--- src/rtl/sonic_ranger_if.sv ---
// Sensor-side and status signals of the ultrasonic ranger, bundled so the
// ranger and whatever consumes its result share one connection.
interface sonic_ranger_if;
  logic       echo;      // raw HC-SR04 echo pin (asynchronous to clk)
  logic       trig;      // registered trigger to the sensor
  logic [9:0] distance;  // last range in cm, 10'h3FF = no echo
  logic       valid;     // one-cycle pulse when distance/stop update
  logic       stop;      // hysteretic obstacle flag

  // Ranger side: samples echo, drives trigger and results.
  modport master (input echo, output trig, distance, valid, stop);
  // Sensor/consumer side: drives echo, observes trigger and results.
  modport slave  (output echo, input trig, distance, valid, stop);
endinterface

--- src/rtl/sonic_ranger.sv ---
// HC-SR04 ranging front end: periodic trigger, echo timing in 1 us ticks,
// conversion to whole centimetres and a hysteretic stop flag.
module sonic_ranger #(
  parameter int CLK_HZ     = 100_000_000,
  parameter int TRIG_US    = 10,
  parameter int PERIOD_US  = 60000,
  parameter int TIMEOUT_US = 30000,
  parameter int US_PER_CM  = 58,
  parameter int STOP_CM    = 40,
  parameter int GO_CM      = 50
) (
  input  logic           clk,
  input  logic           rst,
  sonic_ranger_if.master bus
);

  localparam int         DIV     = CLK_HZ / 1_000_000;
  localparam int         PW      = (DIV > 1) ? $clog2(DIV) : 1;
  localparam logic [9:0] NO_ECHO = 10'h3FF;
  localparam logic [9:0] CM_MAX  = 10'd1022;

  typedef enum logic [2:0] {
    S_IDLE,
    S_TRIG,
    S_WAIT_RISE,
    S_MEASURE,
    S_HOLD
  } state_t;

  state_t      r_state, w_next;
  logic [PW-1:0] r_pre;
  logic        w_tick;
  logic [1:0]  r_sync;
  logic        r_echo_d;
  logic        w_rise, w_fall;
  logic [15:0] r_period, r_tmr;
  logic [5:0]  r_sub;
  logic [9:0]  r_cm;
  logic        w_trig_done, w_timeout;
  logic        w_report;
  logic [9:0]  w_report_dist;
  logic        r_trig, r_valid, r_stop;
  logic [9:0]  r_distance;

  assign w_tick      = (r_pre == PW'(DIV - 1));
  assign w_rise      =  r_sync[1] & ~r_echo_d;
  assign w_fall      = ~r_sync[1] &  r_echo_d;
  assign w_trig_done = (r_tmr == 16'(TRIG_US - 1));
  assign w_timeout   = (r_tmr == 16'(TIMEOUT_US - 1));

  // Free-running 1 us prescaler; only rst restarts its phase.
  // NOTE: sequential state uses <= so every register samples pre-edge values.
  always_ff @(posedge clk) begin
    if (rst)         r_pre <= '0;
    else if (w_tick) r_pre <= '0;
    else             r_pre <= r_pre + 1'b1;
  end

  // Two-stage echo synchronizer plus the previous value for edge detection.
  always_ff @(posedge clk) begin
    if (rst) begin
      r_sync   <= 2'b00;
      r_echo_d <= 1'b0;
    end else begin
      r_sync   <= {r_sync[0], bus.echo};
      r_echo_d <= r_sync[1];
    end
  end

  // FSM state register.
  always_ff @(posedge clk) begin
    if (rst) r_state <= S_IDLE;
    else     r_state <= w_next;
  end

  // Next state and measurement report; a falling edge beats a same-cycle timeout.
  // NOTE: every output gets a default first so no path can infer a latch.
  always_comb begin
    w_next        = r_state;
    w_report      = 1'b0;
    w_report_dist = NO_ECHO;
    case (r_state)
      S_IDLE:      w_next = S_TRIG;
      S_TRIG:      if (w_tick && w_trig_done) w_next = S_WAIT_RISE;
      S_WAIT_RISE: begin
        if (w_rise) begin
          w_next = S_MEASURE;
        end else if (w_tick && w_timeout) begin
          w_report = 1'b1;
          w_next   = S_HOLD;
        end
      end
      S_MEASURE: begin
        if (w_fall) begin
          w_report      = 1'b1;
          w_report_dist = r_cm;
          w_next        = S_HOLD;
        end else if (w_tick && w_timeout) begin
          w_report = 1'b1;
          w_next   = S_HOLD;
        end
      end
      S_HOLD:      if (r_period >= 16'(PERIOD_US)) w_next = S_TRIG;
      default:     w_next = S_IDLE;
    endcase
  end

  // Period counter from trigger start; per-state tick timer and cm counter.
  always_ff @(posedge clk) begin
    if (rst) begin
      r_period <= '0;
      r_tmr    <= '0;
      r_sub    <= '0;
      r_cm     <= '0;
    end else begin
      if (r_state == S_IDLE || (w_next == S_TRIG && r_state != S_TRIG))
        r_period <= '0;
      else if (w_tick && r_period != 16'hFFFF)
        r_period <= r_period + 16'd1;

      if (w_next != r_state) begin
        r_tmr <= '0;
        r_sub <= '0;
        r_cm  <= '0;
      end else if (w_tick && r_state != S_HOLD) begin
        r_tmr <= r_tmr + 16'd1;
        if (r_state == S_MEASURE) begin
          if (r_sub == 6'(US_PER_CM - 1)) begin
            r_sub <= '0;
            if (r_cm != CM_MAX) r_cm <= r_cm + 10'd1;
          end else begin
            r_sub <= r_sub + 6'd1;
          end
        end
      end
    end
  end

  // Registered outputs; distance, valid and stop change on the same edge.
  always_ff @(posedge clk) begin
    if (rst) begin
      r_trig     <= 1'b0;
      r_valid    <= 1'b0;
      r_distance <= NO_ECHO;
      r_stop     <= 1'b0;
    end else begin
      r_trig  <= (r_state == S_TRIG);
      r_valid <= w_report;
      if (w_report) begin
        r_distance <= w_report_dist;
        if (!r_stop && w_report_dist < 10'(STOP_CM))
          r_stop <= 1'b1;
        else if (r_stop && w_report_dist >= 10'(GO_CM))
          r_stop <= 1'b0;
      end
    end
  end

  assign bus.trig     = r_trig;
  assign bus.valid    = r_valid;
  assign bus.distance = r_distance;
  assign bus.stop     = r_stop;

endmodule
--- src/flat_wrapper.sv ---
// flat-port wrapper written by rule: the top's interface ports become plain ports
module sonic_ranger_flat 
#(
  parameter int CLK_HZ     = 100_000_000,
  parameter int TRIG_US    = 10,
  parameter int PERIOD_US  = 60000,
  parameter int TIMEOUT_US = 30000,
  parameter int US_PER_CM  = 58,
  parameter int STOP_CM    = 40,
  parameter int GO_CM      = 50
)
  (clk, rst, bus_echo, bus_trig, bus_distance, bus_valid, bus_stop);
  sonic_ranger_if bus_i ();
  input  logic clk;
  input  logic rst;
  input wire logic [$bits(bus_i.echo)-1:0] bus_echo;
  output wire logic [$bits(bus_i.trig)-1:0] bus_trig;
  output wire logic [$bits(bus_i.distance)-1:0] bus_distance;
  output wire logic [$bits(bus_i.valid)-1:0] bus_valid;
  output wire logic [$bits(bus_i.stop)-1:0] bus_stop;
  assign bus_i.echo = bus_echo;
  assign bus_trig = bus_i.trig;
  assign bus_distance = bus_i.distance;
  assign bus_valid = bus_i.valid;
  assign bus_stop = bus_i.stop;
  sonic_ranger #(.CLK_HZ(CLK_HZ), .TRIG_US(TRIG_US), .PERIOD_US(PERIOD_US), .TIMEOUT_US(TIMEOUT_US), .US_PER_CM(US_PER_CM), .STOP_CM(STOP_CM), .GO_CM(GO_CM)) u_core (.clk(clk), .rst(rst), .bus(bus_i));
endmodule
--- config.mk ---
export PLATFORM = sky130hd
export DESIGN_NAME = sonic_ranger_flat
export DESIGN_NICKNAME = d
export VERILOG_FILES = /design/src/rtl/sonic_ranger_if.sv /design/src/rtl/sonic_ranger.sv /design/src/flat_wrapper.sv
export SDC_FILE = /design/constraint.sdc
export NUM_CORES = 1
export LEC_CHECK = 0
export BUFFER_PORTS_ARGS = -buffer_cell sky130_fd_sc_hd__buf_2
export CAP_MARGIN = 5
export CORE_ASPECT_RATIO = 0.8
export CORE_MARGIN = 4
export CORE_UTILIZATION = 53
export DETAILED_ROUTE_END_ITERATION = 6
export GPL_ROUTABILITY_DRIVEN = 0
export PLACE_DENSITY = 0.73
export SYNTH_ARGS = -nofsm -noshare
export SYNTH_HDL_FRONTEND = slang
export SYNTH_SLANG_ARGS = --single-unit
--- constraint.sdc ---
create_clock -name clk -period 2.2 [get_ports clk]
set_input_delay 0.22 -clock clk [delete_from_list [all_inputs] [get_ports clk]]
set_output_delay 0.22 -clock clk [all_outputs]
set_load 0.01 [all_outputs]
# After elaboration in Yosys (flattened, before gate mapping)
# Index checks and enable logic that the tools add are counted.
[word_totals] reg_bits=74 out_inout_bits=13
[op_classes] add_sub_neg=5 magnitude_cmp=3 n_eq_ne=14 mux=15 bitwise_logic=4 reduce_logical=17
[ops] op="16-bit by 1-bit adder with 16-bit output, second input constant" n=2
[ops] op="10-bit 2-to-1 mux" n=2
[ops] op="16-bit by 15-bit == test with 1-bit output, second input constant" n=1
[ops] op="16-bit by 4-bit == test with 1-bit output, second input constant" n=1
[ops] op="16-bit >= comparator, second input constant" n=1
[ops] op="16-bit inequality test, second input constant" n=1
[ops] op="3-bit 2-to-1 mux" n=5
[ops] op="3-bit one-hot mux with 5 select lines" n=1
[ops] op="10-bit by 1-bit adder with 10-bit output, second input constant" n=1
[ops] op="10-bit by 6-bit >= comparator with 1-bit output, second input constant" n=1
[ops] op="10-bit by 6-bit less-than comparator with 1-bit output, second input constant" n=1
[ops] op="10-bit inequality test, second input constant" n=1
[ops] op="7-bit by 1-bit adder with 7-bit output, second input constant" n=1
[ops] op="7-bit == test, second input constant" n=1
[ops] op="1-bit logical AND" n=7
[ops] op="6-bit by 1-bit adder with 6-bit output, second input constant" n=1
[ops] op="3-bit by 1-bit == test with 1-bit output, second input constant" n=2
[ops] op="3-bit by 2-bit == test with 1-bit output, second input constant" n=2
[ops] op="6-bit == test, second input constant" n=1
[ops] op="6-bit 2-to-1 mux" n=1
[ops] op="2-bit OR reduction" n=3
[ops] op="1-bit 2-to-1 mux" n=5
[ops] op="2-bit AND reduction" n=2
[ops] op="4-bit AND reduction" n=1
[ops] op="11 further kinds" n=13

# Depth between registers and ports, before layout
# Gate-level depths: netlist of the first run.
[depth] word_depth=9 ltp_mapped=9

# Worst setup path after synthesis of the first run
# Ideal clock, no wire load.
[synth_path] kind="reg2reg" start="register u_core.r_tmr[0]" end="register u_core.r_cm[0]" setup_time_ns=0.130 arrival_time_ns=1.996 t_required_ns=2.070 setup_slack_ns=0.074 path_stages_with_launch=9 path_buffers=1 period_less_slack_ns=2.126 path_cell_list="dfxtp_1 > ha_1 > and4_1 > nand3_1 > or3_4 > nand3b_1 > a311o_2 > clkbuf_1 > nor3_1"
[synth_between] elab_chain_len=7
[synth_lines] item="from (decl)" line_no="sonic_ranger.sv:36" rtl="logic [15:0] r_period, r_tmr;"
[synth_lines] item="from (signal assigned)" line_no="sonic_ranger.sv:126" rtl="r_tmr <= r_tmr + 16'd1;"
[synth_lines] item="16-bit by 15-bit == test with 1-bit output" line_no="sonic_ranger.sv:49" rtl="assign w_timeout = (r_tmr == 16'(TIMEOUT_US - 1));"
[synth_lines] item="1-bit logical AND" line_no="sonic_ranger.sv:88, sonic_ranger.sv:98"
[synth_lines] item="3-bit 2-to-1 mux" line_no="sonic_ranger.sv:88, sonic_ranger.sv:98"
[synth_lines] item="3-bit 2-to-1 mux (on tied branches)" line_no="sonic_ranger.sv:94, sonic_ranger.sv:86"
[synth_lines] item="3-bit one-hot mux with 5 select lines *" line_no="sonic_ranger.sv:82" rtl="case (r_state)"
[synth_lines] item="3-bit inequality test *" line_no="sonic_ranger.sv:121" rtl="if (w_next != r_state) begin"
[synth_lines] item="2-bit OR reduction (no source line) *"
[synth_lines] item="to (signal assigned)" line_no="sonic_ranger.sv:130" rtl="if (r_cm != CM_MAX) r_cm <= r_cm + 10'd1;"
[synth_lines] item="to (decl)" line_no="sonic_ranger.sv:38" rtl="logic [9:0] r_cm;"
# Mark *: on every way between the ends. The rest lies on a longest branch, timed or not.
# A chain may end at the register's enable or synchronous reset.

# Final worst setup path of the first run
[layout_path] start="register u_core.r_pre[1]" end="register u_core.r_tmr[0]"
[layout_between] elab_chain_len=7
[layout_lines] item="from (decl)" line_no="sonic_ranger.sv:31" rtl="logic [PW-1:0] r_pre;"
[layout_lines] item="from (signal assigned)" line_no="sonic_ranger.sv:56" rtl="else r_pre <= r_pre + 1'b1;"
[layout_lines] item="7-bit == test *" line_no="sonic_ranger.sv:45" rtl="assign w_tick = (r_pre == PW'(DIV - 1));"
[layout_lines] item="1-bit logical AND" line_no="sonic_ranger.sv:88, sonic_ranger.sv:98"
[layout_lines] item="3-bit 2-to-1 mux" line_no="sonic_ranger.sv:88, sonic_ranger.sv:98"
[layout_lines] item="3-bit 2-to-1 mux (on tied branches)" line_no="sonic_ranger.sv:94, sonic_ranger.sv:86"
[layout_lines] item="3-bit one-hot mux with 5 select lines" line_no="sonic_ranger.sv:82"
[layout_lines] item="3-bit inequality test" line_no="sonic_ranger.sv:121"
[layout_lines] item="2-bit OR reduction (no source line)"
# Marked as above.

==> run_results.csv, run 1 <==
group,metric,value,unit
sta,layout_setup_ws,-0.01984,ns
die,fp.dieW,100.3,um
routing,routed_wl,9970,um
grt,grt.total_usage,22.99,%
critical_path,required,2.44,ns
grt,antenna_found_initial,0,
grt,grt_pass1_vias,3077,
sta,finalSetupViolCount,20,
grt,grt_pass1_wl,14860,um
die,start_util,55.54,%
final_layout,final_common_cell,"dfxtp_1",
critical_path,crit_buf_inv,2,
sta,hold_viol,0,
final_layout,syn2layout_area_growth,31.68,%
routing,first_pass_iters,5,
synth,synth_top_family_by_area,"simple AND/OR/NAND/NOR gates",
final_layout,layout.nets,485,
power,power.density,544.9,mW/mm2
synth,synth_flop_cell,"dfxtp_1",
critical_path,start_kind,"flip-flop",
place,io_buffers,15,
routing,viasPerCell,5.947,
power,p_comb_share,5.1,%
synth,synth.area.mux_share,0.6233,%
routing,wl_per_cell,17.74,um
power,vdd_drop_max,0.0004508,V
synth,yosys-top-cells-area,"dfxtp_1 41%, xor2_1 7.5%, nor3_1 5.1%",
power,p_sw_share,25.49,%
clock_network,h-tree-depth,3,
routing,drc,0,
critical_path,path_max_fanout,8,
die,pin_count,16,
synth,avgSynthCellArea,9.125,um2
synth,synth_cells,396,
routing,initialDrtViolationCount,236,
critical_path,crit_family,"simple AND/OR/NAND/NOR gates",
synth,synthSimpleGateAreaFrac,29.85,%
synth,yosysWarnings,0,
synth,syn_area,0.003613,mm2
grt,grt_max_degree,25,
power,power_switching,0.6608,mW
routing,via_count,3342,
critical_path,slowest_delay,0.36,ns
power,clkPwrFrac,42.6,%
synth,synth_compound_gate_area_share,11.11,%
critical_path,crit_type,"flip-flop to flip-flop",
sta,rsz0062_at_grt,"yes",
die,row_count,26,
synth,synth-edff-count,0,
outcome,status,"complete, but fails checks",
critical_path,crit_arrival,2.46,ns
synth,async_reset_ff_share,0,%
synth,synth_top_area_cell,"dfxtp_1",
power,p_leak,1.701,nW
synth,ys_ff_latch,74,
synth,yosysSeqAreaShare,41.00,%
clock_network,clkTransAtPathRegs,0.08,ns
clock_network,clk_latency,0.36,ns
sta,finalCritPeriodShare,100.9,%
place,dpl-instance-area,0.004189,mm2
place,dp_hpwl,5875,um
critical_path,path_cells,"ha_4 > and4bb_2 > nand4_4 > o31ai_4 > o2111ai_2 > buf_4 > mux2i_4 > clkbuf_16 > nor3_4",
critical_path,endpoint_kind,"flip-flop",
sta,hold_ws,0.08978,ns
die,dieHeight,81.86,um
final_layout,layout_common_cells,"70 x dfxtp_1, 60 x buf_4, 39 x nor2_1, 31 x xor2_1, 24 x nand2_1",
synth,synth.distinct_cells,56,
clock_network,clk_path_buf_depth,2,
die,core_area,0.006506,mm2
grt,grt-ovfl-total,0,
clock_network,clock_sinks,74,
synth,synth_xor_area_share,10.91,%
sta,relSlewSlack,64.30,%
sta,clock.fmax,0.4505,GHz
power,seq_power_share,52.3,%
synth,synth_nets,408,
power,internal_power,1.932,mW
sta,final_max_slew_viol_count,0,
sta,finalCriticalPeriod,2.220,ns
final_layout,layout-drive-gt1-share,31.80,%
clock_network,cts_root_buffer,"clkbuf_8",
sta,fin_worst_skew,0.004531,ns
outcome,violations,"negative setup slack",
routing,ant_nets,0,
final_layout,diodes,0,
hold_path,hold_class,"primary input to flip-flop",
final_layout,fin_area,0.004758,mm2
clock_network,cts_tree,"done",
run,maxCapViolations,0,
critical_path,crit_path_top_delay_cell,"dfxtp_2",
clock_network,cts_buffers,9,
synth,synthAdderAreaFrac,3.116,%
die,dieArea,0.008211,mm2
synth,synth_top_area_share,41.00,%
sta,worstMarginPinSlew,0.5335,ns
-- flip-flops by register name, indices dropped and copies added, names as in the netlist --
signal               cells
u_core.r_cm             10
u_core.r_sub             6
u_core.r_pre             7
u_core.bus.valid         1
u_core.r_sync            2
u_core.bus.trig          1
u_core.r_echo_d          1
u_core.r_tmr            16
u_core.r_period         16
u_core.bus.stop          1
u_core.r_state           3
u_core.bus.distance     10
-- synthesized netlist by cell type (5+ instances only) --
master	count
a21oi_1	9
and2_1	6
and3_1	9
and4_1	5
buf_2	8
clkbuf_1	7
dfxtp_1	74
ha_1	9
inv_1	8
nand2_1	24
nand3_1	19
nand4_1	20
nor2_1	40
nor3_1	37
o21a_1	5
o32a_1	10
xnor2_1	14
xor2_1	31
-- metrics by stage --
| step | total power, mW | std cells | setup slack, ns | TNS [ns] | util, % |
|---|---|---|---|---|---|
| 2_1_floorplan | 1.439 | 396 | 0.07389 | 0 | - |
| 3_3_place_gp | 1.468 | 537 | -0.3589 | -10.80 | 64.38 |
| 3_5_place_dp | 1.470 | 537 | -0.4356 | -13.03 | 64.38 |
| 4_1_cts | 2.562 | 561 | 0.001318 | 0 | 69.25 |
| 5_1_grt | 2.670 | 562 | -0.1031 | -3.037 | 73.13 |
| 6_report | 2.593 | 562 | -0.01984 | -0.2219 | 73.13 |
-- kinds of logic after synthesis --
logic type / count (synthesis)
fa+ha+maj: 9
compound gates: 48
simple gates: 193
flops: 74
buf+inv: 26
mux: 1
xor+xnor: 45
-- final cells by class --
class | instances | area [um2]
Clock inverter | 7 | 78.83
Sequential cell | 74 | 1486
Fill cell | 467 | 1748
Timing Repair Buffer | 83 | 671.9
Inverter | 8 | 30.03
Clock buffer | 9 | 123.9
Multi-Input combinational cell | 297 | 2262
Tap cell | 84 | 105.1
-- repair_timing --
action                     4_1_cts  5_1_grt
hold buffers                     0        0
gates resized for setup         11       42
gates cloned                     1        1
pin swaps                        4       25
setup endpoints to repair       32       45
setup buffers                    7        0
-- final timing paths --
check | startpoint | endpoint | slack [ns] | cells after the start
worst max-delay path | u_core.r_pre[1] | u_core.r_tmr[0] | -0.02 | 9
worst min-delay path | bus_echo | u_core.r_sync[0] | 0.09 | 2
worst max register to register | u_core.r_pre[1] | u_core.r_tmr[0] | -0.02 | 9
worst min register to register | u_core.r_sync[0] | u_core.r_sync[1] | 0.45 | 1
-- per-layer routing --
layer  up-vias  global-route usage [%]  share of wire, %
met5         -                       0                 0
met4         0                   7.806               1.5
met3        23                   6.282               6.5
met2       116                   35.98                47
met1      1610                   30.74                45
li1       1593                       -                 -
-- power by group through the flow --
stage	clock, mW	sequential, mW	combinational, mW
finish	1.11	1.36	0.131
detailed placement	0	1.38	0.0858
floorplan	0	1.38	0.0555
global placement	0	1.38	0.0840
CTS	1.11	1.35	0.101
global route	1.18	1.36	0.137
Power figures use the tool's default switching activity.
==> inputs of run 2 (changes only) <==
Settings changed: RECOVER_POWER set to 100.
==> run 2 against run 1 <==
Largest cell class unchanged. Sequential cell count unchanged. Fmax about the same. Power decreased by 0.23%. Sequential power about the same. First-iteration DRC count increased by 13%. The flow still finishes with violations (negative setup slack). Routed wire length decreased by 0.25%. Register-to-register slack about the same. Critical path depth unchanged. Largest power group unchanged.
==> run_results.csv, run 2 (same netlist as run 1, synthesis figures left out) <==
group,metric,value,unit
outcome,status,"complete, but fails checks",
outcome,violations,"negative setup slack",
clock_network,h-tree-depth,3,
final_layout,fin_area,0.004737,mm2
final_layout,final_common_cell,"dfxtp_1",
sta,worstMarginPinSlew,1.200,ns
critical_path,endpoint_kind,"flip-flop",
sta,finalCriticalPeriod,2.220,ns
critical_path,required,2.44,ns
die,core_area,0.006506,mm2
sta,hold_ws,0.09022,ns
sta,layout_setup_ws,-0.02018,ns
clock_network,clock_sinks,74,
routing,first_pass_iters,5,
critical_path,start_kind,"flip-flop",
routing,drc,0,
power,p_leak,1.671,nW
routing,viasPerCell,5.932,
die,dieArea,0.008211,mm2
routing,initialDrtViolationCount,266,
place,dp_hpwl,5875,um
hold_path,hold_class,"primary input to flip-flop",
critical_path,crit_path_top_delay_cell,"dfxtp_2",
place,dpl-instance-area,0.004189,mm2
critical_path,crit_buf_inv,2,
sta,final_max_slew_viol_count,0,
place,post-place-cells,537,
clock_network,ctsHoldBuffers,0,
clock_network,cts_root_buffer,"clkbuf_8",
final_layout,syn2layout_area_growth,31.09,%
routing,routed_wl,9945,um
sta,hold_viol,0,
clock_network,clk_path_buf_depth,2,
critical_path,crit_type,"flip-flop to flip-flop",
final_layout,layout.nets,485,
die,fp.dieW,100.3,um
power,vdd_drop_max,0.0004454,V
die,dieHeight,81.86,um
critical_path,crit_family,"simple AND/OR/NAND/NOR gates",
power,power.density,546.0,mW/mm2
grt,grt_pass1_wl,14860,um
clock_network,clk_latency,0.36,ns
die,pin_count,16,
routing,wl_per_cell,17.70,um
die,row_count,26,
clock_network,clkTransAtPathRegs,0.08,ns
final_layout,top_regs,"u_core.r_period: 16 flops, u_core.r_tmr: 16 flops",
grt,grt_max_degree,25,
power,total_power,2.587,mW
grt,grt.total_usage,22.99,%
critical_path,crit_arrival,2.46,ns
final_layout,layout_common_cells,"70 x dfxtp_1, 59 x buf_4, 39 x nor2_1, 31 x xor2_1, 24 x nand2_1",
clock_network,cts_buffers,9,
sta,clock.fmax,0.4504,GHz
sta,finalSetupViolCount,19,
sta,fin_worst_skew,0.003398,ns
place,io_buffers,15,
grt,grt-ovfl-total,0,
sta,finalCritPeriodShare,100.9,%
critical_path,slowest_delay,0.36,ns
routing,ant_nets,0,
sta,rsz0062_at_grt,"yes",
run,maxCapViolations,0,
clock_network,cts_tree,"done",
sta,relSlewSlack,19.99,%
final_layout,fin_cells,562,
final_layout,final_util,72.81,%
final_layout,layout-drive-gt1-share,28.66,%
grt,antenna_found_initial,0,
final_layout,diodes,0,
critical_path,path_max_fanout,8,
routing,via_count,3334,
critical_path,path_cells,"ha_4 > and4bb_2 > nand4_4 > o31ai_4 > o2111ai_2 > buf_4 > mux2i_4 > clkbuf_16 > nor3_4",
grt,grt_pass1_vias,3077,
die,start_util,55.54,%
run 2: changes by cell type in the layout (fill, tap and decap cells not counted), sizes merged:
| cell | change |
|---|---|
| buf | -15 |
| clkbuf | +15 |
run 2: metal layers:
metal / track usage (%) / part of all wire (%) / vias to the layer above
met2: 35.98 / 47 / 105
met5: 0 / 0 / -
met1: 30.74 / 45 / 1610
met4: 7.806 / 1.9 / 0
met3: 6.282 / 5.9 / 26
li1: - / - / 1593
run 2: worst paths after layout:
path                    start          endpoint  slack [ns]  cells past startpoint
max           u_core.r_pre[1]   u_core.r_tmr[0]       -0.02                      9
min                  bus_echo  u_core.r_sync[0]        0.09                      2
min reg2reg  u_core.r_sync[0]  u_core.r_sync[1]        0.45                      1
max reg2reg   u_core.r_pre[1]   u_core.r_tmr[0]       -0.02                      9
run 2: area by class of cell:
class | instances | area [um2]
sequential | 74 | 1486
clock inverter | 7 | 78.83
timing repair buffer | 83 | 650.6
tap | 84 | 105.1
clock buffer | 9 | 123.9
fill | 476 | 1769
multi-input combinational | 297 | 2262
inverter | 8 | 30.03
run 2: through the flow:
stage               setup TNS, ns  setup slack (ns)
global route               -3.062           -0.1031
finish                    -0.1837          -0.02018
global placement           -10.80           -0.3589
floorplan                       0           0.07389
CTS                             0          0.001318
detailed placement         -13.03           -0.4356
run 2: what timing repair did:
item,4_1_cts,5_1_grt
pin swaps,4,25
endpoints found under the setup margin,32,45
setup buffers,7,0
resized for setup,11,42
gates cloned,1,1
run 2: report_power, final:
group | total (mW) | switching (mW) | internal, mW
combinational | 0.130 | 0.0803 | 0.0499
sequential | 1.36 | 0.00857 | 1.35
clock | 1.10 | 0.567 | 0.533
